$ cat config.mk
export PLATFORM = sky130hd
export DESIGN_NAME = rf_write_arbiter_flat
export DESIGN_NICKNAME = d
export VERILOG_FILES = /design/src/rtl/rf_write_arbiter_if.sv /design/src/rtl/rf_write_arbiter.sv /design/src/flat_wrapper.sv
export SDC_FILE = /design/constraint.sdc
export NUM_CORES = 1
export LEC_CHECK = 0
export BUFFER_PORTS_ARGS = -buffer_cell sky130_fd_sc_hd__buf_4
export CORE_MARGIN = 5
export CORE_UTILIZATION = 40
export CTS_BUF_LIST = sky130_fd_sc_hd__clkbuf_2 sky130_fd_sc_hd__clkbuf_4 sky130_fd_sc_hd__clkbuf_8
export CTS_CLUSTER_DIAMETER = 30
export DETAILED_ROUTE_END_ITERATION = 8
export PLACE_DENSITY = 0.69
export SYNTH_ARGS = -nofsm -noshare
export SYNTH_HDL_FRONTEND = slang
export SYNTH_SLANG_ARGS = --single-unit
$ cat constraint.sdc
create_clock -name CLK -period 5.2 [get_ports CLK]
set_input_delay 0.26 -clock CLK [delete_from_list [all_inputs] [get_ports CLK]]
set_output_delay 0.26 -clock CLK [all_outputs]
set_load 0.1 [all_outputs]
$ cat src/rtl/rf_write_arbiter_if.sv
// Register-file write-port bundle: WB and AUX request channels plus the
// arbitrated write port and status outputs.
interface rf_write_arbiter_if #(
  parameter int DEPTH = 2
);
  localparam int CW = $clog2(DEPTH) + 1;

  logic          wb_valid;
  logic          wb_ready;
  logic [3:0]    wb_addr;
  logic [31:0]   wb_data;
  logic          aux_valid;
  logic          aux_ready;
  logic [3:0]    aux_addr;
  logic [31:0]   aux_data;
  logic [3:0]    rf_c;
  logic [31:0]   rf_pw;
  logic          rf_ld;
  logic          r15_wr;
  logic          stall;
  logic [CW-1:0] pending;

  modport master (
    output wb_valid, wb_addr, wb_data, aux_valid, aux_addr, aux_data,
    input  wb_ready, aux_ready, rf_c, rf_pw, rf_ld, r15_wr, stall, pending
  );

  modport slave (
    input  wb_valid, wb_addr, wb_data, aux_valid, aux_addr, aux_data,
    output wb_ready, aux_ready, rf_c, rf_pw, rf_ld, r15_wr, stall, pending
  );
endinterface

$ cat src/rtl/rf_write_arbiter.sv
// Arbitrates the single register-file write port between the WB stage (priority)
// and a small FIFO of AUX base-register updates, with an age-forced drain.
module rf_write_arbiter #(
  parameter int DEPTH    = 2,
  parameter int MAX_WAIT = 4
) (
  input logic               CLK,
  input logic               RST,
  rf_write_arbiter_if.slave bus
);
  localparam int AW    = $clog2(DEPTH);
  localparam int AGE_W = $clog2(MAX_WAIT + 1);
  localparam logic [AGE_W-1:0] AGE_MAX = AGE_W'(MAX_WAIT);

  typedef enum logic {ST_NORMAL, ST_FORCE} state_t;

  state_t          r_state;
  state_t          w_state_next;
  logic [AW:0]     r_wptr;
  logic [AW:0]     r_rptr;
  logic [3:0]      r_addr [DEPTH];
  logic [31:0]     r_data [DEPTH];
  logic [DEPTH-1:0] r_live;
  logic [AGE_W-1:0] r_age;
  logic [AGE_W-1:0] w_age_next;
  logic            r_rf_ld;
  logic [3:0]      r_rf_c;
  logic [31:0]     r_rf_pw;

  logic [AW:0]     w_count;
  logic [AW-1:0]   w_head_idx;
  logic            w_empty;
  logic            w_full;
  logic            w_enq;
  logic            w_pop;
  logic            w_wb_grant;
  logic            w_head_live;
  logic            w_head_kill;
  logic            w_head_wait;
  logic            w_ld_next;
  logic [3:0]      w_c_next;
  logic [31:0]     w_pw_next;
  logic [DEPTH-1:0] w_live_next;
  logic [3:0]      w_addr_next [DEPTH];
  logic [31:0]     w_data_next [DEPTH];

  // Pointers carry a wrap bit, so a full FIFO shows up as the count's top bit.
  assign w_count     = r_wptr - r_rptr;
  assign w_empty     = (w_count == '0);
  assign w_full      = w_count[AW];
  assign w_head_idx  = r_rptr[AW-1:0];
  assign w_wb_grant  = (r_state == ST_NORMAL) && bus.wb_valid;
  assign w_enq       = bus.aux_valid && !w_full;
  assign w_head_live = !w_empty && r_live[w_head_idx];
  assign w_head_kill = w_wb_grant && (r_addr[w_head_idx] == bus.wb_addr);
  // A head killed by this WB grant no longer needs draining, so it stops aging.
  assign w_head_wait = w_wb_grant && w_head_live && !w_head_kill;

  genvar gi;
  generate
    for (gi = 0; gi < DEPTH; gi++) begin : g_entry
      logic w_wr_sel;
      assign w_wr_sel = w_enq && (r_wptr[AW-1:0] == AW'(gi));
      // WB is younger than any queued or same-edge AUX write to its register.
      assign w_live_next[gi] = w_wr_sel
          ? !(w_wb_grant && (bus.aux_addr == bus.wb_addr))
          : (r_live[gi] && !(w_wb_grant && (r_addr[gi] == bus.wb_addr)));
      assign w_addr_next[gi] = w_wr_sel ? bus.aux_addr : r_addr[gi];
      assign w_data_next[gi] = w_wr_sel ? bus.aux_data : r_data[gi];
    end
  endgenerate

  always_comb begin
    w_state_next = r_state;
    w_pop        = 1'b0;
    w_ld_next    = 1'b0;
    w_c_next     = r_rf_c;
    w_pw_next    = r_rf_pw;
    case (r_state)
      ST_NORMAL: begin
        if (w_wb_grant) begin
          w_ld_next = 1'b1;
          w_c_next  = bus.wb_addr;
          w_pw_next = bus.wb_data;
          if (w_head_wait && (r_age == AGE_MAX)) begin
            w_state_next = ST_FORCE;
          end
        end else if (!w_empty) begin
          w_pop     = 1'b1;
          w_ld_next = w_head_live;
          if (w_head_live) begin
            w_c_next  = r_addr[w_head_idx];
            w_pw_next = r_data[w_head_idx];
          end
        end
      end
      ST_FORCE: begin
        w_state_next = ST_NORMAL;
        if (!w_empty) begin
          w_pop     = 1'b1;
          w_ld_next = w_head_live;
          if (w_head_live) begin
            w_c_next  = r_addr[w_head_idx];
            w_pw_next = r_data[w_head_idx];
          end
        end
      end
      default: w_state_next = ST_NORMAL;
    endcase
  end

  always_comb begin
    w_age_next = '0;
    if (w_head_wait) begin
      w_age_next = (r_age == AGE_MAX) ? r_age : r_age + 1'b1;
    end
  end

  always_ff @(posedge CLK or posedge RST) begin
    if (RST) begin
      r_state <= ST_NORMAL;
      r_wptr  <= '0;
      r_rptr  <= '0;
      r_age   <= '0;
      r_live  <= '0;
      r_rf_ld <= 1'b0;
      r_rf_c  <= '0;
      r_rf_pw <= '0;
      for (int i = 0; i < DEPTH; i++) begin
        r_addr[i] <= '0;
        r_data[i] <= '0;
      end
    end else begin
      r_state <= w_state_next;
      r_age   <= w_age_next;
      r_live  <= w_live_next;
      r_rf_ld <= w_ld_next;
      r_rf_c  <= w_c_next;
      r_rf_pw <= w_pw_next;
      if (w_enq) begin
        r_wptr <= r_wptr + 1'b1;
      end
      if (w_pop) begin
        r_rptr <= r_rptr + 1'b1;
      end
      for (int i = 0; i < DEPTH; i++) begin
        r_addr[i] <= w_addr_next[i];
        r_data[i] <= w_data_next[i];
      end
    end
  end

  assign bus.wb_ready  = (r_state == ST_NORMAL);
  assign bus.stall     = (r_state != ST_NORMAL);
  assign bus.aux_ready = !w_full;
  assign bus.rf_ld     = r_rf_ld;
  assign bus.rf_c      = r_rf_c;
  assign bus.rf_pw     = r_rf_pw;
  assign bus.r15_wr    = r_rf_ld && (r_rf_c == 4'hF);
  assign bus.pending   = w_count;
endmodule
$ cat src/flat_wrapper.sv
// flat-port wrapper written by rule: the top's interface ports become plain ports
module rf_write_arbiter_flat 
#(
  parameter int DEPTH    = 2,
  parameter int MAX_WAIT = 4
)
  (CLK, RST, bus_wb_valid, bus_wb_addr, bus_wb_data, bus_aux_valid, bus_aux_addr, bus_aux_data, bus_wb_ready, bus_aux_ready, bus_rf_c, bus_rf_pw, bus_rf_ld, bus_r15_wr, bus_stall, bus_pending);
  rf_write_arbiter_if #(.DEPTH(DEPTH)) bus_i ();
  input logic CLK;
  input logic RST;
  input wire logic [$bits(bus_i.wb_valid)-1:0] bus_wb_valid;
  input wire logic [$bits(bus_i.wb_addr)-1:0] bus_wb_addr;
  input wire logic [$bits(bus_i.wb_data)-1:0] bus_wb_data;
  input wire logic [$bits(bus_i.aux_valid)-1:0] bus_aux_valid;
  input wire logic [$bits(bus_i.aux_addr)-1:0] bus_aux_addr;
  input wire logic [$bits(bus_i.aux_data)-1:0] bus_aux_data;
  output wire logic [$bits(bus_i.wb_ready)-1:0] bus_wb_ready;
  output wire logic [$bits(bus_i.aux_ready)-1:0] bus_aux_ready;
  output wire logic [$bits(bus_i.rf_c)-1:0] bus_rf_c;
  output wire logic [$bits(bus_i.rf_pw)-1:0] bus_rf_pw;
  output wire logic [$bits(bus_i.rf_ld)-1:0] bus_rf_ld;
  output wire logic [$bits(bus_i.r15_wr)-1:0] bus_r15_wr;
  output wire logic [$bits(bus_i.stall)-1:0] bus_stall;
  output wire logic [$bits(bus_i.pending)-1:0] bus_pending;
  assign bus_i.wb_valid = bus_wb_valid;
  assign bus_i.wb_addr = bus_wb_addr;
  assign bus_i.wb_data = bus_wb_data;
  assign bus_i.aux_valid = bus_aux_valid;
  assign bus_i.aux_addr = bus_aux_addr;
  assign bus_i.aux_data = bus_aux_data;
  assign bus_wb_ready = bus_i.wb_ready;
  assign bus_aux_ready = bus_i.aux_ready;
  assign bus_rf_c = bus_i.rf_c;
  assign bus_rf_pw = bus_i.rf_pw;
  assign bus_rf_ld = bus_i.rf_ld;
  assign bus_r15_wr = bus_i.r15_wr;
  assign bus_stall = bus_i.stall;
  assign bus_pending = bus_i.pending;
  rf_write_arbiter #(.DEPTH(DEPTH), .MAX_WAIT(MAX_WAIT)) u_core (.CLK(CLK), .RST(RST), .bus(bus_i));
endmodule
==> impl_metrics.py <==
metrics = {
    "route": {
        "wl_met1_um": 5350,
        "ant_nets": 0,
        "wl_met3_um": 746,
        "dr.first_iter.drc_count": 230,
        "drt-wirelength-per-cell_um": 18.0,
        "drc_errors": 0,
        "firstDrtPassIters": 4,
        "highest-signal-layer": "met4",
        "wl_um": 12400,
        "vias": 3650,
        "avg_vias_per_cell": 5.29,
        "routed-wl-met2_um": 6040,
    },
    "worst_setup_path": {
        "slowest_delay_ns": 0.87,
        "worst-endpoint-required_ns": 5.52,
        "worstSetupEndpointType": "flip-flop",
        "critical_path.startpoint_type": "flip-flop",
        "crit_type": "reg2reg",
        "wp_data_arrival_ns": 3.16,
        "timing.critical_path.slowest_stage_cell": "nand3_2",
        "critical_path_maximum_fanout": 39,
        "critical_path.cell_chain": "ha_1 -> xnor3_2 -> nand3_2 -> mux2_1",
    },
    "clock_network": {
        "postCtsSetupRepairBufs": 0,
        "ctsHtreeMaxLevel": 4,
        "clock_tree_from_tritoncts": "built",
        "clk-insertion-delay-late_ns": 0.45,
        "clkSinkCount": 119,
        "hold_buffers": 1,
        "cts.repair.resized": 0,
        "ctsLongestPathBuffers": 2,
        "cts_inserted_buffers": 17,
        "clk_transition_reported_paths_ns": 0.07,
        "cts_root_buffer": "clkbuf_8",
    },
    "timing": {
        "report.final.slew_viol_count": 0,
        "timing.final.setup_violations": 0,
        "rsz0062_at_grt": "false",
        "max_clock_freq_mhz": 352,
        "hold_violations": 0,
        "tns_ns": 0,
        "period_share_pct": 54.6,
        "max_slew.worst_pin.slew_ns": 1.15,
        "timing.max_slew.rel_slack_pct": 23.3,
        "timing.final.crit_period_ns": 2.84,
        "worst_clock_skew_ns": 0.00962,
    },
    "finish": {
        "finish.cell_count_without_fillers": 690,
        "n_fill_cell": 1131,
        "multiInputGateArea_mm2": 0.00207,
        "antenna_cells": 0,
        "drive_above_1_share_pct": 38.2,
        "area.growth.synth_to_final_pct": 27.0,
        "fin_nets": 585,
        "ff_latch_area_mm2": 0.00298,
    },
    "global_routing": {
        "gr-total-overflow": 0,
        "grt_antenna_before_repair": 0,
        "number_of_global_route_vias_before_repair": 3950,
        "grt_start_max_net_pins": 62,
        "grt_pass1_wl_um": 20000,
        "track_usage_pct": 17.1,
    },
    "place": {
        "gpl.final_weighted_congestion": 0.799,
        "hpwlAfterDp_um": 8020,
        "count_of_buffers_inserted_at_the_top_level_ports": 118,
        "numPlacedInstances": 658,
    },
    "floorplan": {
        "cell_rows": 41,
        "floorplan.die_area_mm2": 0.0154,
        "io_pins": 119,
        "chipWidth_um": 124,
        "floorplan.initialDensity_pct": 41.0,
        "dieHeight_um": 124,
        "core_mm2": 0.0127,
    },
    "synthesis": {
        "ys_seq_elements": 119,
        "ys_types": 32,
        "synth-edff-count": 0,
        "post_synth_inst_count": 397,
        "synthesis.yosys.warnings": 0,
        "yosysSeqAreaShare_pct": 57.1,
        "async_flop_share_pct": 100,
        "yosysTopAreaCellShare_pct": 57.1,
        "syn-mean-instance-area_um2": 13.1,
        "post-synth-top-count-cell": "dfrtp_1",
        "synth_top_cells_by_area": "dfrtp_1 (57%), mux2_1 (9.3%), mux2_2 (6.5%)",
        "synth_top_flop_cell": "dfrtp_1",
        "mappedNetlistNets": 476,
        "synth.largest_area_cell": "dfrtp_1",
        "synth.cell_area_mm2": 0.00521,
        "synth.cells.most_frequent": "dfrtp_1 (119), mux2_1 (43), nand2_1 (40)",
    },
    "flow_run": {
        "max_cap_viol_count": 0,
    },
    "status": {
        "run_status": "finished, final reports clean",
    },
    "min_path": {
        "worstHoldPathType": "in2reg",
    },
}
-- worst paths after layout --
path | from | end | slack (ns) | cells past startpoint
max in group asynchronous | RST | u_core.r_data[44] | 3.45 | 4
min in group asynchronous | RST | u_core.bus.rf_pw[14] | 0.51 | 3
setup reg to reg | u_core.r_rptr[0] | u_core.r_data[37] | 2.36 | 4
setup / recovery | u_core.r_rptr[0] | u_core.r_data[37] | 2.36 | 4
hold reg to reg | u_core.r_rptr[1] | u_core.r_rptr[1] | 0.48 | 1
hold / removal | bus_aux_data[15] | u_core.r_data[47] | 0.03 | 2
-- sequential cells by signal, indices dropped and copies added (netlist names) --
name and flops:
u_core.r_wptr 2, u_core.bus.rf_c 4, u_core.r_addr 8, u_core.r_live 2, u_core.bus.rf_ld 1, u_core.bus.rf_pw 32, u_core.r_rptr 2, u_core.bus.stall 1
u_core.r_data 64, u_core.r_age 3
-- logic make-up (layout without fill, tap and decap cells) --
family / after synthesis / in the layout / share of synthesized area, %
flops: 119 / 119 / 57.1
mux: 78 / 78 / 16.7
compound gates: 77 / 77 / 12.9
simple gates: 59 / 59 / 5.04
buf+inv: 40 / 161 / 3.65
xor+xnor: 21 / 21 / 3.82
fa+ha+maj: 3 / 3 / 0.720
-- worst max-delay path, delay by kind of cell, from the launching register on --
family	cells	cell delay, ns
AND/OR/NAND/NOR	1	0.87
flip-flops	1	0.54
multiplexers	1	0.67
XOR/XNOR	1	0.33
adder cells (fa/ha/maj)	1	0.29
-- cell usage in the layout, fill, tap and decap left out --
| cell type | count |
|---|---|
| o221a_1 | 29 |
| dfrtp_1 | 119 |
| nand3_1 | 5 |
| o311ai_1 | 2 |
| inv_2 | 1 |
| xnor3_2 | 1 |
| clkinvlp_4 | 2 |
| clkinv_2 | 4 |
| nand2_4 | 1 |
| mux2_1 | 43 |
| nand2b_1 | 1 |
| inv_1 | 6 |
| o21ai_4 | 1 |
| clkbuf_8 | 19 |
| nand3_2 | 2 |
| o22ai_1 | 34 |
| nor3_1 | 1 |
| o221a_2 | 7 |
| buf_4 | 121 |
| xnor2_1 | 16 |
| inv_4 | 1 |
| clkbuf_4 | 3 |
| nand3b_1 | 1 |
| o21ai_0 | 2 |
| nand4_1 | 1 |
| a21boi_4 | 1 |
| xor2_1 | 4 |
| ha_1 | 3 |
| dlygate4sd3_1 | 1 |
| bufinv_16 | 3 |
| nor4_1 | 5 |
| nand2_1 | 40 |
| mux2_2 | 30 |
| nand2b_2 | 1 |
| o21ai_1 | 1 |
| mux2i_1 | 5 |
| nor2_1 | 1 |
-- final cells by class --
cell class	count	share of cell area, %
inverters	8	0.491
repair buffers	122	13.9
multi-input cells	238	31.2
well taps	172	3.25
clock buffers	22	4.29
clock inverters	9	1.89
flip-flops and latches	119	45.0
-- per-layer routing --
layer	up-vias	GRT usage (%)
li1	1689	-
met4	0	7.19
met3	18	4.77
met1	1834	21.7
met2	109	27.6
met5	-	0
-- metrics by stage --
stage          area [µm²]  util (%)  hold slack [ns]  setup WS, ns
2_1_floorplan        5210         -            0.392          1.78
3_3_place_gp         6200      48.8            0.433          2.38
3_5_place_dp         6200      48.8            0.454          2.31
4_1_cts              6620      52.1          0.00294          2.29
5_1_grt              6620      52.1           0.0122          2.17
6_report             6620      52.1           0.0303          2.36
Power is left out: the tool's default activity adds up to more than one toggle a clock period on the data nets, which glitch-free logic cannot reach.
